## src/rtl/amux_scan_sequencer_pkg.sv

```systemverilog
`default_nettype none
// ============================================================================
//  Module      : amux_seq_pkg
//  Description : Shared types and constants for the analog-mux scan
//                sequencer: FSM state encoding, scan-table entry field
//                layout and a one-hot channel decoder.
//  Revision    : 1.0 - initial release
// ============================================================================
package amux_seq_pkg;

    // FSM state encoding
    typedef enum logic [1:0] {
        ST_IDLE  = 2'd0,
        ST_BREAK = 2'd1,
        ST_DWELL = 2'd2
    } state_e;

    // Scan-table entry layout: [2:0] P idx, [3] P en, [6:4] N idx, [7] N en
    localparam int c_ENTRY_W   = 8;
    localparam int c_IDX_W     = 3;
    localparam int c_P_IDX_LSB = 0;
    localparam int c_P_EN_BIT  = 3;
    localparam int c_N_IDX_LSB = 4;
    localparam int c_N_EN_BIT  = 7;
    localparam int c_MAX_CH    = 1 << c_IDX_W;

    // Decode a channel index into a one-hot switch-enable vector
    function automatic logic [c_MAX_CH-1:0] onehot(input logic [c_IDX_W-1:0] idx);
        onehot = c_MAX_CH'(1) << idx;
    endfunction

endpackage
`default_nettype wire

```

## src/rtl/amux_scan_sequencer_if.sv

```systemverilog
`default_nettype none
// ============================================================================
//  Module      : amux_scan_sequencer_if
//  Description : Bundle between the SPI register block (master side) and the
//                scan sequencer (slave side).
//                master -> slave : cfg_we, cfg_addr, cfg_data, len, dwell,
//                                  continuous, start, stop
//                slave -> master : mux_p, mux_n, cur_idx, busy, step, done,
//                                  cfg_err
//  Revision    : 1.0 - initial release
// ============================================================================
interface amux_scan_sequencer_if #(
    parameter int N_CH    = 8,
    parameter int DWELL_W = 16
);
    logic               cfg_we;
    logic [2:0]         cfg_addr;
    logic [7:0]         cfg_data;
    logic [2:0]         len;
    logic [DWELL_W-1:0] dwell;
    logic               continuous;
    logic               start;
    logic               stop;
    logic [N_CH-1:0]    mux_p;
    logic [N_CH-1:0]    mux_n;
    logic [2:0]         cur_idx;
    logic               busy;
    logic               step;
    logic               done;
    logic               cfg_err;

    modport master (
        output cfg_we, cfg_addr, cfg_data, len, dwell, continuous, start, stop,
        input  mux_p, mux_n, cur_idx, busy, step, done, cfg_err
    );

    modport slave (
        input  cfg_we, cfg_addr, cfg_data, len, dwell, continuous, start, stop,
        output mux_p, mux_n, cur_idx, busy, step, done, cfg_err
    );
endinterface
`default_nettype wire

```

## src/rtl/amux_scan_sequencer_table.sv

```systemverilog
`default_nettype none
// ============================================================================
//  Module      : amux_seq_table
//  Description : DEPTH x 8 scan-table register file. One synchronous write
//                port, one asynchronous read port. Reset clears every entry,
//                which leaves both switch banks disabled for all entries.
//  Ports       : clk, rst          clock / sync active-high reset
//                we_i, waddr_i,    write strobe, entry index, entry data
//                wdata_i
//                raddr_i, rdata_o  combinational read
//  Revision    : 1.0 - initial release
// ============================================================================
module amux_seq_table
    import amux_seq_pkg::*;
#(
    parameter int DEPTH = 8
) (
    input  wire logic                 clk,
    input  wire logic                 rst,
    input  wire logic                 we_i,
    input  wire logic [c_IDX_W-1:0]   waddr_i,
    input  wire logic [c_ENTRY_W-1:0] wdata_i,
    input  wire logic [c_IDX_W-1:0]   raddr_i,
    output logic      [c_ENTRY_W-1:0] rdata_o
);

    logic [c_ENTRY_W-1:0] mem_q [DEPTH];

    always_ff @(posedge clk) begin
        if (rst) begin
            for (int i = 0; i < DEPTH; i++) begin
                mem_q[i] <= '0;
            end
        end else if (we_i) begin
            mem_q[waddr_i] <= wdata_i;
        end
    end

    assign rdata_o = mem_q[raddr_i];

endmodule
`default_nettype wire

```

## src/rtl/amux_scan_sequencer.sv

```systemverilog
`default_nettype none
// ============================================================================
//  Module      : amux_scan_sequencer
//  Description : Autonomous scan scheduler for the analog mux P/N switch
//                banks. Walks table entries 0..len, opening all switches for
//                BBM clocks before driving each entry for max(dwell,1) clocks.
//  Ports       : clk  system clock
//                rst  synchronous reset, active-high
//                bus  amux_scan_sequencer_if.slave (config in, switch
//                     enables and status out)
//  Revision    : 1.0 - initial release
// ============================================================================
module amux_scan_sequencer
    import amux_seq_pkg::*;
#(
    parameter int N_CH    = 8,
    parameter int DEPTH   = 8,
    parameter int DWELL_W = 16,
    parameter int BBM     = 2
) (
    input  wire logic             clk,
    input  wire logic             rst,
    amux_scan_sequencer_if.slave  bus
);

    localparam logic [DWELL_W-1:0] c_BBM_LAST = DWELL_W'(BBM - 1);

    state_e               state_q, state_d;
    logic [c_IDX_W-1:0]   cur_idx_q, cur_idx_d;
    logic [c_IDX_W-1:0]   len_q, len_d;
    logic                 cont_q, cont_d;
    logic [DWELL_W-1:0]   cnt_q, cnt_d;
    logic [DWELL_W-1:0]   dwell_last_q, dwell_last_d;
    logic [N_CH-1:0]      mux_p_q, mux_p_d;
    logic [N_CH-1:0]      mux_n_q, mux_n_d;
    logic                 busy_q, step_q, step_d, done_q, done_d, err_q;

    logic [c_ENTRY_W-1:0] w_entry;
    logic [c_MAX_CH-1:0]  w_p_oh, w_n_oh;
    logic                 w_tbl_we;

    // Table is only writable while idle; writes during a scan are dropped
    assign w_tbl_we = bus.cfg_we && (state_q == ST_IDLE);

    amux_seq_table #(
        .DEPTH (DEPTH)
    ) u_table (
        .clk     (clk),
        .rst     (rst),
        .we_i    (w_tbl_we),
        .waddr_i (bus.cfg_addr),
        .wdata_i (bus.cfg_data),
        .raddr_i (cur_idx_q),
        .rdata_o (w_entry)
    );

    assign w_p_oh = onehot(w_entry[c_P_IDX_LSB +: c_IDX_W]);
    assign w_n_oh = onehot(w_entry[c_N_IDX_LSB +: c_IDX_W]);

    always_comb begin
        state_d      = state_q;
        cur_idx_d    = cur_idx_q;
        len_d        = len_q;
        cont_d       = cont_q;
        cnt_d        = cnt_q;
        dwell_last_d = dwell_last_q;
        done_d       = 1'b0;
        step_d       = 1'b0;
        mux_p_d      = '0;
        mux_n_d      = '0;

        case (state_q)
            ST_IDLE: begin
                if (bus.start) begin
                    state_d      = ST_BREAK;
                    cur_idx_d    = '0;
                    cnt_d        = '0;
                    len_d        = bus.len;
                    cont_d       = bus.continuous;
                    // Store the terminal count so dwell==0 behaves as 1
                    dwell_last_d = (bus.dwell == '0) ? '0 : bus.dwell - 1'b1;
                end
            end
            ST_BREAK: begin
                if (cnt_q == c_BBM_LAST) begin
                    state_d = ST_DWELL;
                    cnt_d   = '0;
                end else begin
                    cnt_d = cnt_q + 1'b1;
                end
            end
            ST_DWELL: begin
                if (cnt_q == dwell_last_q) begin
                    cnt_d = '0;
                    if (cur_idx_q != len_q) begin
                        cur_idx_d = cur_idx_q + 1'b1;
                        state_d   = ST_BREAK;
                    end else if (cont_q) begin
                        cur_idx_d = '0;
                        state_d   = ST_BREAK;
                    end else begin
                        state_d = ST_IDLE;
                        done_d  = 1'b1;
                    end
                end else begin
                    cnt_d = cnt_q + 1'b1;
                end
            end
            default: begin
                state_d = ST_IDLE;
                cnt_d   = '0;
            end
        endcase

        // Abort has priority over everything, including a same-cycle start
        if (bus.stop) begin
            state_d = ST_IDLE;
            cnt_d   = '0;
            done_d  = 1'b0;
        end

        // Outputs are registered from the next state so that the switch
        // enables line up exactly with the state they belong to. cur_idx does
        // not change on the BREAK->DWELL edge, so the table read is valid.
        if (state_d == ST_DWELL) begin
            mux_p_d = w_entry[c_P_EN_BIT] ? w_p_oh[N_CH-1:0] : '0;
            mux_n_d = w_entry[c_N_EN_BIT] ? w_n_oh[N_CH-1:0] : '0;
            step_d  = (state_q == ST_BREAK);
        end
    end

    always_ff @(posedge clk) begin
        if (rst) begin
            state_q      <= ST_IDLE;
            cur_idx_q    <= '0;
            len_q        <= '0;
            cont_q       <= 1'b0;
            cnt_q        <= '0;
            dwell_last_q <= '0;
            mux_p_q      <= '0;
            mux_n_q      <= '0;
            busy_q       <= 1'b0;
            step_q       <= 1'b0;
            done_q       <= 1'b0;
            err_q        <= 1'b0;
        end else begin
            state_q      <= state_d;
            cur_idx_q    <= cur_idx_d;
            len_q        <= len_d;
            cont_q       <= cont_d;
            cnt_q        <= cnt_d;
            dwell_last_q <= dwell_last_d;
            mux_p_q      <= mux_p_d;
            mux_n_q      <= mux_n_d;
            busy_q       <= (state_d != ST_IDLE);
            step_q       <= step_d;
            done_q       <= done_d;
            err_q        <= bus.cfg_we && (state_q != ST_IDLE);
        end
    end

    assign bus.mux_p   = mux_p_q;
    assign bus.mux_n   = mux_n_q;
    assign bus.cur_idx = cur_idx_q;
    assign bus.busy    = busy_q;
    assign bus.step    = step_q;
    assign bus.done    = done_q;
    assign bus.cfg_err = err_q;

endmodule
`default_nettype wire

```

## src/flat_wrapper.sv

```systemverilog
// flat-port wrapper written by rule: the top's interface ports become plain ports
module amux_scan_sequencer_flat import amux_seq_pkg::*;
#(
    parameter int N_CH    = 8,
    parameter int DEPTH   = 8,
    parameter int DWELL_W = 16,
    parameter int BBM     = 2
)
  (clk, rst, bus_cfg_we, bus_cfg_addr, bus_cfg_data, bus_len, bus_dwell, bus_continuous, bus_start, bus_stop, bus_mux_p, bus_mux_n, bus_cur_idx, bus_busy, bus_step, bus_done, bus_cfg_err);
  amux_scan_sequencer_if #(.N_CH(N_CH), .DWELL_W(DWELL_W)) bus_i ();
  input  wire logic clk;
  input  wire logic rst;
  input wire logic [$bits(bus_i.cfg_we)-1:0] bus_cfg_we;
  input wire logic [$bits(bus_i.cfg_addr)-1:0] bus_cfg_addr;
  input wire logic [$bits(bus_i.cfg_data)-1:0] bus_cfg_data;
  input wire logic [$bits(bus_i.len)-1:0] bus_len;
  input wire logic [$bits(bus_i.dwell)-1:0] bus_dwell;
  input wire logic [$bits(bus_i.continuous)-1:0] bus_continuous;
  input wire logic [$bits(bus_i.start)-1:0] bus_start;
  input wire logic [$bits(bus_i.stop)-1:0] bus_stop;
  output wire logic [$bits(bus_i.mux_p)-1:0] bus_mux_p;
  output wire logic [$bits(bus_i.mux_n)-1:0] bus_mux_n;
  output wire logic [$bits(bus_i.cur_idx)-1:0] bus_cur_idx;
  output wire logic [$bits(bus_i.busy)-1:0] bus_busy;
  output wire logic [$bits(bus_i.step)-1:0] bus_step;
  output wire logic [$bits(bus_i.done)-1:0] bus_done;
  output wire logic [$bits(bus_i.cfg_err)-1:0] bus_cfg_err;
  assign bus_i.cfg_we = bus_cfg_we;
  assign bus_i.cfg_addr = bus_cfg_addr;
  assign bus_i.cfg_data = bus_cfg_data;
  assign bus_i.len = bus_len;
  assign bus_i.dwell = bus_dwell;
  assign bus_i.continuous = bus_continuous;
  assign bus_i.start = bus_start;
  assign bus_i.stop = bus_stop;
  assign bus_mux_p = bus_i.mux_p;
  assign bus_mux_n = bus_i.mux_n;
  assign bus_cur_idx = bus_i.cur_idx;
  assign bus_busy = bus_i.busy;
  assign bus_step = bus_i.step;
  assign bus_done = bus_i.done;
  assign bus_cfg_err = bus_i.cfg_err;
  amux_scan_sequencer #(.N_CH(N_CH), .DEPTH(DEPTH), .DWELL_W(DWELL_W), .BBM(BBM)) u_core (.clk(clk), .rst(rst), .bus(bus_i));
endmodule
```

## config.mk

```make
export PLATFORM = sky130hd
export DESIGN_NAME = amux_scan_sequencer_flat
export DESIGN_NICKNAME = d
export VERILOG_FILES = /design/src/rtl/amux_scan_sequencer_pkg.sv /design/src/rtl/amux_scan_sequencer_if.sv /design/src/rtl/amux_scan_sequencer_table.sv /design/src/rtl/amux_scan_sequencer.sv /design/src/flat_wrapper.sv
export SDC_FILE = /design/constraint.sdc
export NUM_CORES = 1
export LEC_CHECK = 0
export CAP_MARGIN = 25
export CORE_UTILIZATION = 55
export CTS_BUF_LIST = sky130_fd_sc_hd__clkbuf_8
export DETAILED_ROUTE_END_ITERATION = 10
export PLACE_DENSITY = 0.77
export SETUP_SLACK_MARGIN = 0.5
export SYNTH_ARGS = -nofsm -noshare
export SYNTH_HDL_FRONTEND = slang
export SYNTH_HIERARCHICAL = 1
export SYNTH_SLANG_ARGS = --single-unit
```

## constraint.sdc

```tcl
create_clock -name clk -period 6 [get_ports clk]
set_clock_uncertainty 0.05 [all_clocks]
set_input_delay 1.2 -clock clk [delete_from_list [all_inputs] [get_ports clk]]
set_output_delay 1.2 -clock clk [all_outputs]
set_load 0.01 [all_outputs]
```

==> results.json, run 1 <==
{
  "status": "finished clean",
  "p_switching_mw": 0.4753,
  "die_w_um": 107.7,
  "cp.arrival_ps": 3400,
  "synth-adder-area-share_pct": 1.629,
  "rsz0062_at_grt": "false",
  "synthCells": 551,
  "cts_tree": "done",
  "antenna_found_initial": 0,
  "placed_area_um2": 6713,
  "num_io_pins": 59,
  "cts_setup_buffers": 0,
  "leakagePower_nw": 2.362,
  "final_cell_area_um2": 7159,
  "synth_seq_cells": 125,
  "timing.rr.start": "u_core/state_q[0]",
  "start_kind": "primary input",
  "vias": 4540,
  "final_layout_size_suffix_gt1_share_pct": 10.82,
  "regToRegEndpoint": "u_core/u_table/mem_q[4][3]",
  "synth_compound_area_share_pct": 9.224,
  "ir_drop_mv": 0.1878,
  "drcViolationCount": 0,
  "finalCritPeriodShare_pct": 56.61,
  "netlist_area_um2": 6145,
  "yosysSeqAreaShare_pct": 51.15,
  "regToRegSetupSlack_ps": 2990,
  "switching_share_pct": 25.11,
  "end_kind": "flop",
  "slew-limit-headroom_pct": 32.37,
  "hpwl_mm": 8.952,
  "worstHoldStart": "u_core/cont_q",
  "final_antenna_net_count": 0,
  "core_um2": 10840,
  "grt.total_usage_pct": 24.39,
  "final_nets": 641,
  "synth_top_area_share_pct": 31.28,
  "clk_path_buf_depth": 2,
  "clkTransAtPathRegs_ps": 80,
  "synth_ff_type": "edfxtp_1",
  "synth_async_sr_flop_share_pct": 0,
  "grt_max_degree": 37,
  "finalHoldViolCount": 0,
  "avgSynthCellArea_um2": 11.15,
  "grt_overflow": 0,
  "post_cts_resized": 0,
  "htreeDepth": 4,
  "routedWlPerCell_um": 17.57,
  "yosysTopAreaCell": "edfxtp_1",
  "setup-tns-final_ps": 0,
  "tightest_slew_ps": 1011,
  "drt_pass1_iterations": 6,
  "hp-class": "flop to flop",
  "drv_cap": 0,
  "yosys.area_share.simple_pct": 19.65,
  "gp_congestion": 0.8726,
  "fmax_ghz": 0.2944,
  "synth_fp_nets": 595,
  "final-setup-viol-count": 0,
  "vias_per_cell": 6.053,
  "holdBufCountCts": 0,
  "clock_latency_ps": 430,
  "synth.area.top_cells": "edfxtp_1 31%, dfxtp_1 20%, nor3_1 6.5%, mux4_1 6.4%, xnor2_1 2.9%",
  "initial_utilization_pct": 56.68,
  "drv_slew": 0,
  "combPwrFrac_pct": 8.2,
  "cp.required_ps": 6000,
  "first_global_vias": 4215,
  "die_h_um": 107.7,
  "p_per_area_nw_per_um2": 264.4,
  "post-route-min-period_ps": 3396,
  "layout_common_cells": "80 x nor3_1, 64 x edfxtp_1, 61 x dfxtp_1, 58 x clkdlybuf4s50_1, 40 x nand2_1",
  "area_growth_pct": 16.51,
  "antenna_cells": 0,
  "p_clk_share_pct": 42.1,
  "muxShareOfSynthArea_pct": 8.735,
  "cts_root_buf": "clkbuf_8",
  "io_buffers": 58,
  "internal_power_mw": 1.418,
  "p_seq_share_pct": 49.8,
  "drt_iter0_drc": 351,
  "wirelength_mm": 13.18,
  "row_count": 38,
  "critPathKind": "primary input to flop",
  "hold_end": "u_core/cont_q",
  "synth_top_family_by_area": "simple AND/OR/NAND/NOR gates",
  "grt_pass1_wl_mm": 21.50,
  "cp_max_fo": 36,
  "cts_made_buffers": 17,
  "numClockSinks": 125,
  "ys_types": 68,
  "ys_warn_count": 6,
  "die_area_um2": 11600,
  "hold_depth": 2,
  "synth_xor_area_share_pct": 4.887,
  "final_common_cell": "nor3_1",
  "synth-edff-count": 64,
  "r2r_cells": 5
}
-- per-layer routing --
metal | share of wire, % | global-route usage, %
met1 | 46 | 35.32
met2 | 45 | 36.17
met3 | 7.9 | 6.295
met4 | 0.83 | 6.654
met5 | 0 | 0
-- sequential cells by signal, indices dropped and copies added, names as in the netlist --
signal and cells:
u_core/bus.busy 1, u_core/bus.cfg_err 1, u_core/bus.cur_idx 3, u_core/bus.done 1
u_core/bus.mux_n 8, u_core/bus.mux_p 8, u_core/bus.step 1, u_core/cnt_q 16
u_core/cont_q 1, u_core/dwell_last_q 16, u_core/len_q 3, u_core/state_q 2
u_core/u_table/mem_q 64
-- logic make-up after synthesis --
kind of cell | count (synthesis)
compound gates | 78
xor+xnor | 30
fa+ha+maj | 8
buf+inv | 56
flops | 125
mux | 27
simple gates | 227
-- cells in the mapped netlist (all sizes together) (3+ instances only) --
cell	instances
a21oi	15
a22o	4
a22oi	10
buf	18
clkbuf	18
clkinv	8
dfxtp	61
edfxtp	64
ha	8
inv	12
mux2	8
mux2i	3
mux4	16
nand2	40
nand2b	9
nand3	15
nand4	8
nor2	28
nor2b	5
nor3	81
nor3b	3
nor4	12
o21ai	7
o21bai	8
o22ai	10
o31ai	3
or2	4
or3	11
xnor2	25
xor2	5
-- power groups by stage --
| stage | Clock [mW] | Combinational [mW] | Sequential [mW] |
|---|---|---|---|
| 3_3_place_gp | 0 | 0.148 | 0.959 |
| 3_5_place_dp | 0 | 0.152 | 0.961 |
| 5_1_grt | 0.850 | 0.169 | 0.945 |
| 6_report | 0.797 | 0.155 | 0.942 |
| 2_1_floorplan | 0 | 0.100 | 0.954 |
| 4_1_cts | 0.805 | 0.154 | 0.942 |
-- worst max-delay path, cell delays in order --
cell	delay (ps)
clkdlybuf4s50_1	390
buf_4	240
or3b_2	800
o21bai_1	770
-- per-stage QoR --
stage / instances / util [%] / setup slack [ps] / power [mW] / hold WS [ps]
6_report: 750 / 66.04 / 2604 / 1.893 / 411.0
5_1_grt: 750 / 66.04 / 2563 / 1.963 / 441.7
4_1_cts: 749 / 65.90 / 2530 / 1.901 / 409.0
3_5_place_dp: 717 / 61.92 / 2203 / 1.113 / 396.5
3_3_place_gp: 716 / 61.88 / 2265 / 1.108 / 395.2
2_1_floorplan: 551 / - / 3036 / 1.055 / 381.1
-- how the worst max path moves through the flow --
stage                          startpoint                          to  slack (ps)  cells past startpoint
floorplan                    bus_dwell[0]      u_core/dwell_last_q[0]        3040                      9
detailed placement                    rst  u_core/u_table/mem_q[4][5]        2200                      4
global placement                      rst  u_core/u_table/mem_q[4][4]        2260                      4
finish                                rst  u_core/u_table/mem_q[4][3]        2600                      4
global route                          rst  u_core/u_table/mem_q[6][1]        2560                      4
CTS                 u_core/bus.cur_idx[0]              bus_cur_idx[0]        2530                      1
-- layout make-up --
| cell class | instances | area, um^2 |
|---|---|---|
| fillers | 829 | 3681 |
| flip-flops and latches | 125 | 3143 |
| multi-input cells | 370 | 2711 |
| repair buffers | 63 | 623.1 |
| clock buffers | 17 | 234.0 |
| clock inverters | 15 | 197.7 |
| well taps | 140 | 175.2 |
| inverters | 20 | 75.07 |
Note: power is estimated with default switching activity, not from simulation.
==> run 2: changes to the inputs <==
CORE_UTILIZATION = 54   (was 55)
PLACE_DENSITY = 0.79   (was 0.77)
clock period = 3 ns   (was 6 ns; I/O delays follow)
==> results.json, run 2 (synthesized netlist as in run 1, its figures left out) <==
{
  "status": "finished clean",
  "largest_reg_flops": 64,
  "setup-tns-final_ps": 0,
  "final-setup-viol-count": 0,
  "cp.required_ps": 3260,
  "die_w_um": 108.7,
  "clkTransAtPathRegs_ps": 70,
  "grt_overflow": 0,
  "num_io_pins": 59,
  "post-route-min-period_ps": 2463,
  "drt_iter0_drc": 366,
  "drv_slew": 0,
  "end_kind": "flop",
  "layout_common_cells": "79 x nor3_1, 64 x edfxtp_1, 60 x dfxtp_1, 58 x clkdlybuf4s50_1, 40 x nand2_1",
  "htreeDepth": 4,
  "slew-limit-headroom_pct": 30.93,
  "hpwl_mm": 9.446,
  "antenna_cells": 0,
  "leakagePower_nw": 2.454,
  "final_nets": 667,
  "drcViolationCount": 0,
  "finalHoldViolCount": 0,
  "wirelength_mm": 13.97,
  "row_count": 38,
  "vias_per_cell": 6.086,
  "finalCritPeriodShare_pct": 82.09,
  "fmax_ghz": 0.4061,
  "p_per_area_nw_per_um2": 475.8,
  "routedWlPerCell_um": 18.01,
  "vias": 4723,
  "critPathKind": "primary input to flop",
  "tightest_slew_ps": 1032,
  "io_buffers": 58,
  "cts_root_buf": "clkbuf_8",
  "start_kind": "primary input",
  "initial_utilization_pct": 55.95,
  "clock_latency_ps": 440,
  "top_regs": "u_core/u_table/mem_q: 64 flops, u_core/cnt_q: 16 flops, u_core/dwell_last_q: 16 flops",
  "first_global_vias": 4378,
  "dpl_worst_slack_ps": 82.31,
  "drt_pass1_iterations": 5,
  "area_growth_pct": 19.34,
  "numClockSinks": 125,
  "cp_max_fo": 11,
  "clk_path_buf_depth": 2,
  "drv_cap": 0,
  "die_area_um2": 11810,
  "hp-class": "flop to flop",
  "grt.total_usage_pct": 24.37,
  "regMostFlops": "u_core/u_table/mem_q",
  "final_antenna_net_count": 0,
  "grt_max_degree": 28,
  "worst_hold_slack_ps": 416.4,
  "gp_congestion": 0.8448,
  "final_common_cell": "nor3_1",
  "grt_pass1_wl_mm": 21.46,
  "cp.arrival_ps": 2720,
  "cts_made_buffers": 17,
  "rsz0062_at_grt": "false",
  "final_layout_size_suffix_gt1_share_pct": 15.09,
  "antenna_found_initial": 0,
  "core_um2": 10980,
  "ir_drop_mv": 0.2963,
  "p_total_mw": 3.489,
  "setup_ws_ps": 537.4,
  "cts_tree": "done",
  "die_h_um": 108.7
}
==> run 2: changes by cell type in the layout (fill, tap and decap cells not counted), sizes merged <==
cell,previous run,this run
bufinv,3,0
clkinvlp,2,4
clkinv,9,14
buf,5,30
inv,21,17
o311ai,1,2
==> run 2: worst paths after layout <==
path / start / to / slack (ps) / cells after the start
setup / recovery: bus_dwell[0] / u_core/dwell_last_q[4] / 540 / 10
hold / removal: u_core/cont_q / u_core/cont_q / 420 / 2
setup reg to reg: u_core/state_q[0] / u_core/u_table/mem_q[7][6] / 620 / 5
hold reg to reg: u_core/cont_q / u_core/cont_q / 420 / 2
==> run 2: final cells by class <==
cell class	instances	area, um^2
inverter	20	75.07
fill	835	3650
multi-input combinational	371	2796
clock inverter	15	102.6
clock buffer	17	234.0
sequential	125	3144
tap	140	175.2
timing repair buffer	88	805.8
==> run 2: through the flow <==
step / util, % / area, um^2 / instances
2_1_floorplan: - / 6145 / 551
3_3_place_gp: 62.65 / 6880 / 739
3_5_place_dp: 62.65 / 6880 / 739
4_1_cts: 65.71 / 7217 / 771
5_1_grt: 66.77 / 7333 / 776
6_report: 66.77 / 7333 / 776
==> run 2: critical path: stages <==
cell	delay, ps
clkdlybuf4s50_1	420
inv_1	80
ha_1	210
nand2b_1	120
nand2b_4	170
or4_4	430
o31a_1	300
buf_4	180
a22oi_1	160
nor2_1	60
==> run 2: metal layers <==
layer,GRT usage [%],vias up,wire [um]
li1,-,2219,-
met1,33.85,2282,6140
met2,37.25,207,6609
met3,7.053,15,1066
met4,6.950,0,157
met5,0,-,0
==> run 2: what timing repair did <==
item / 4_1_cts / 5_1_grt
hold buffers: 0 / 0
endpoints found under the setup margin: 0 / 28
gates resized for setup: 0 / 11
buffers inserted: 0 / 4
==> run 2: power by group <==
part / internal (mW) / leakage (nW) / switching (mW)
sequential: 1.85 / 1.15 / 0.0260
clock: 0.566 / 0.171 / 0.690
combinational: 0.150 / 1.14 / 0.204
